`config.mk`:
```
export PLATFORM = sky130hd
export DESIGN_NAME = gb_pixel_stream_tx
export DESIGN_NICKNAME = d
export VERILOG_FILES = /design/src/rtl/gb_pixel_stream_tx.sv
export SDC_FILE = /design/constraint.sdc
export NUM_CORES = 1
export LEC_CHECK = 0
export ABC_AREA = 1
export CAP_MARGIN = 20
export CORE_MARGIN = 5
export CORE_UTILIZATION = 45
export DETAILED_ROUTE_END_ITERATION = 10
export PLACE_DENSITY = 0.8
export SLEW_MARGIN = 10
export SYNTH_ARGS = -nofsm -noshare
export SYNTH_HDL_FRONTEND = slang
export SYNTH_SLANG_ARGS = --single-unit
```
`constraint.sdc`:
```
create_clock -name clk -period 2 [get_ports clk]
set_input_delay 0.4 -clock clk [delete_from_list [all_inputs] [get_ports clk]]
set_output_delay 0.4 -clock clk [all_outputs]
set_load 0.05 [all_outputs]
```
`src/rtl/gb_pixel_stream_tx.sv`:
```
// AXI4-Stream pixel transmitter: buffers host pixels in a small FIFO and emits
// one IMG_W x IMG_H frame per start, with TLAST and raster position of each beat.
module gb_pixel_stream_tx #(
    parameter int DATA_W     = 8,
    parameter int IMG_W      = 488,
    parameter int IMG_H      = 648,
    parameter int FIFO_DEPTH = 4
) (
    input  logic              clk,
    input  logic              rst,
    input  logic              start,
    output logic              busy,
    output logic              done,
    input  logic [DATA_W-1:0] pix_in_data,
    input  logic              pix_in_valid,
    output logic              pix_in_ready,
    output logic [DATA_W-1:0] arg_1_TDATA,
    output logic              arg_1_TVALID,
    input  logic              arg_1_TREADY,
    output logic              arg_1_TLAST,
    output logic [8:0]        tx_x,
    output logic [9:0]        tx_y
);
    localparam int               PTR_W     = $clog2(FIFO_DEPTH);
    localparam int               CNT_W     = PTR_W + 1;
    localparam logic [18:0]      FRAME_PIX = 19'(IMG_W * IMG_H);
    localparam logic [8:0]       LAST_X    = 9'(IMG_W - 1);
    localparam logic [9:0]       LAST_Y    = 10'(IMG_H - 1);
    localparam logic [CNT_W-1:0] FULL_CNT  = CNT_W'(FIFO_DEPTH);

    typedef enum logic [1:0] {S_IDLE, S_STREAM, S_DONE} state_t;

    state_t            r_state;
    logic              r_busy;
    logic              r_done;
    logic [18:0]       r_in_cnt;
    logic [8:0]        r_tx_x;
    logic [9:0]        r_tx_y;
    logic [DATA_W-1:0] r_mem [FIFO_DEPTH];
    logic [PTR_W-1:0]  r_wr_ptr;
    logic [PTR_W-1:0]  r_rd_ptr;
    logic [CNT_W-1:0]  r_count;

    logic w_full;
    logic w_empty;
    logic w_push;
    logic w_pop;
    logic w_last_pos;

    // Ready depends only on registered state, so TREADY never reaches pix_in_ready.
    assign w_full       = (r_count == FULL_CNT);
    assign w_empty      = (r_count == '0);
    assign pix_in_ready = (r_state == S_STREAM) & ~w_full & (r_in_cnt < FRAME_PIX);
    assign w_push       = pix_in_valid & pix_in_ready;
    assign arg_1_TVALID = ~w_empty;
    assign w_pop        = arg_1_TVALID & arg_1_TREADY;
    assign w_last_pos   = (r_tx_x == LAST_X) && (r_tx_y == LAST_Y);
    assign arg_1_TLAST  = arg_1_TVALID & w_last_pos;
    assign arg_1_TDATA  = r_mem[r_rd_ptr];
    assign busy         = r_busy;
    assign done         = r_done;
    assign tx_x         = r_tx_x;
    assign tx_y         = r_tx_y;

    always_ff @(posedge clk) begin
        if (rst) begin
            r_wr_ptr <= '0;
            r_rd_ptr <= '0;
            r_count  <= '0;
            // NOTE: the storage is tiny and cleared on reset so TDATA reads 0 afterwards;
            // larger memories should normally be left unreset.
            for (int i = 0; i < FIFO_DEPTH; i++) r_mem[i] <= '0;
        end else begin
            if (w_push) begin
                r_mem[r_wr_ptr] <= pix_in_data;
                r_wr_ptr        <= r_wr_ptr + 1'b1;
            end
            if (w_pop) r_rd_ptr <= r_rd_ptr + 1'b1;
            case ({w_push, w_pop})
                2'b10:   r_count <= r_count + 1'b1;
                2'b01:   r_count <= r_count - 1'b1;
                default: r_count <= r_count;
            endcase
        end
    end

    always_ff @(posedge clk) begin
        if (rst) begin
            r_state  <= S_IDLE;
            r_busy   <= 1'b0;
            r_done   <= 1'b0;
            r_in_cnt <= '0;
            r_tx_x   <= '0;
            r_tx_y   <= '0;
        end else begin
            r_done <= 1'b0;
            case (r_state)
                S_IDLE: begin
                    if (start) begin
                        r_state  <= S_STREAM;
                        r_busy   <= 1'b1;
                        r_in_cnt <= '0;
                        r_tx_x   <= '0;
                        r_tx_y   <= '0;
                    end
                end
                S_STREAM: begin
                    if (w_push) r_in_cnt <= r_in_cnt + 19'd1;
                    if (w_pop) begin
                        if (w_last_pos) begin
                            r_tx_x  <= '0;
                            r_tx_y  <= '0;
                            r_state <= S_DONE;
                            r_busy  <= 1'b0;
                            r_done  <= 1'b1;
                        end else if (r_tx_x == LAST_X) begin
                            r_tx_x <= '0;
                            r_tx_y <= r_tx_y + 10'd1;
                        end else begin
                            r_tx_x <= r_tx_x + 9'd1;
                        end
                    end
                end
                S_DONE:  r_state <= S_IDLE;
                default: r_state <= S_IDLE;
            endcase
        end
    end
endmodule

```
==> run metrics <==
clk buf depth=2; initial antenna violation count=0; post-synth cell types=37; failing checks=setup timing; fin cells=762; core area=0.00915 mm^2; Worst Clk Skew=0.0113 ns; Final Max Slew Viols=0; Startpoint Class=flip-flop; # rows=35; sequential area share after synthesis=0.472; Worst Reg-to-Reg Cells=13; RSZ-0062 raised after global routing=yes; Fin. Hold Viols=0; Setup crit start=tx_y[0]; CTS tree=yes; setup violators final=1; Tot Pwr=5.36 mW; Vias=4093; TritonRoute pass-1 iters=5; TritonCTS Buffers=9; Yosys top cell by area=dfxtp_1; f_max=482 MHz; DR iter-0 viols=245; share of cells above drive strength 1=0.194; worst r2r src=r_in_cnt[15]; HP Class=reg2reg; worst hold stages=2; Placed Area=0.00506 mm^2; critical-path cell list=ha_2 > nand2_1 > nor2_1 > nand3b_1 > a31oi_4 > buf_12; Final TNS setup=-0.0765 ns; CP endpoint kind=output pin; post-route design area=0.00542 mm^2; Worst EP required=1.60 ns; Syn Inst Count=558; status=complete, but fails checks; die area=0.0114 mm^2; initial core utilization=0.459; hold_sp=r_rd_ptr[1]; Synth Cell Area=0.00420 mm^2; Die X=107 um; root buf cell=clkbuf_8; synth warn=0; DR DRC count=0; detailed-route vias per instance=5.37; flop2flop setup slack=0.03 ns; final net count=664; Mapped Avg Cell Area=7.52 um^2; GRT Total Usage=0.194; wirelength, routed=10700 um; per-cell routed wire length=14.0 um; maxcap violations=0; worst setup path category=reg2out; CTS clk-pin slew, worst paths=0.10 ns; DP HPWL=7510 um; number of port buffers=44; post-synthesis async set-or-reset flop share=0; clk sinks=83; Mapped Nets=576; I/O pin cnt=45; Slew @ Worst Pin=0.569 ns; FILL cells=758; min Tclk post-route=2.08 ns; Clock Latency Late Sink=0.36 ns; register area=0.00200 mm^2; Top FF cell, synth=dfxtp_1; Synth top area share=0.243; setup slack at placement=-0.278 ns; P&R area growth vs syn=29.1%; synth top area cells=dfxtp_1, edfxtp_1, nor2_1; Hold WS=0.471 ns; pwr/cell area=989 mW/mm^2; crit-path max cell delay=0.37 ns; Rel. slew slack=0.621; fin util=0.592; largest net degree at the start of global routing=31; Seq cells post-synth=83; Detail Route Antenna Nets=0; Arr. time, crit path=1.68 ns; period utilisation layout=1.04; number of synthesized flops with an enable pin=32; vias in the first global route=4043; remaining global-route overflow=0; post-route setup slack=-0.0765 ns; worst vdd ir=659 uV; Inst Count DP=738; GPL Wtd Cong=0.950; cts hold-fix bufs=0; Leak=2.22 nW; H-tree Lvls=3; CP max stage cell=dfxtp_2; antenna cell count=0; die height=107 um; Multi-input gate area=0.00206 mm^2; worst-path maximum fanout=5; global-route wire length before repair=18100 um
-- power breakdown --
group / internal [mW] / switching, mW / leakage [nW]
sequential: 1.93 / 0.141 / 0.751
combinational: 0.747 / 1.36 / 1.37
clock: 0.485 / 0.704 / 0.0926
-- cell type report --
cell class	count	share of cell area
clock buffer	9	0.0229
multi-input combinational	407	0.380
clock inverter	7	0.0132
timing repair inverter	1	0.00139
tap	111	0.0256
timing repair buffer	90	0.149
sequential	83	0.369
inverter	54	0.0386
-- cells in the mapped netlist, drive strengths merged (7+ instances only) --
library cell	number
nor2	118
clkbuf	9
o22ai	8
nor3	14
edfxtp	32
nand4	11
dfxtp	51
inv	51
xor2	7
o21ai	32
nand3	48
nand2	110
a21oi	36
-- timing repair --
action,CTS,global route
cloned,0,1
endpoints found under the setup margin,13,17
pin swaps,3,13
buffers inserted,3,4
gates resized for setup,28,34
-- per-layer routing --
metal / GRT usage / vias to the layer above / part of all wire
met1: 0.235 / 1916 / 0.42
met3: 0.0500 / 17 / 0.066
met4: 0.0539 / 0 / 0.013
met5: 0 / - / 0
li1: - / 2031 / -
met2: 0.341 / 129 / 0.50
-- cells by family after synthesis --
family,Yosys count,synth area share
AOI/OAI and AO/OA,84,0.107
adders and majority gates,5,0.0167
DFF,83,0.472
and+or+nand+nor,310,0.323
buffers and inverters,68,0.0641
xor gates and xnor gates,8,0.0167
-- registers in the layout (all words and copies together) (netlist names), named ones only --
| register | cells |
|---|---|
| r_rd_ptr | 2 |
| r_mem | 32 |
| done | 1 |
| busy | 1 |
| r_count | 3 |
| tx_x | 9 |
| r_in_cnt | 19 |
| r_wr_ptr | 2 |
| tx_y | 10 |
| r_state | 2 |
-- critical path, delay by kind of cell (launching register included) --
family | cells | cell delay (ns)
AOI/OAI and AO/OA | 1 | 0.21
adders and majority gates | 1 | 0.21
buffers and inverters | 1 | 0.16
DFF | 1 | 0.37
and+or+nand+nor | 3 | 0.37
-- path summary, 6_finish.rpt --
| path | endpoint |
|---|---|
| worst max-delay path | arg_1_TLAST |
| worst min-delay path | flip-flop |
| worst max register to register | r_count[2] |
| worst min register to register | flip-flop |
-- cell usage in the layout (no fill, tap or decap), drive strengths merged --
master / instances
nand2: 110
dfxtp: 51
o21ai: 32
and2: 1
o21bai: 2
clkbuf: 9
nand4: 11
xnor2: 1
o21a: 1
dlymetal6s2s: 4
a211oi: 1
ha: 4
fa: 1
inv: 53
clkinv: 5
a31o: 1
xor2: 7
buf: 59
nor3b: 4
nand3: 48
or2: 3
clkdlybuf4s50: 15
o31ai: 1
clkinvlp: 4
edfxtp: 32
a31oi: 2
nand3b: 1
nor2: 118
o22ai: 8
a21oi: 36
dlygate4sd2: 12
nor3: 14
Power figures use the tool's default switching activity.
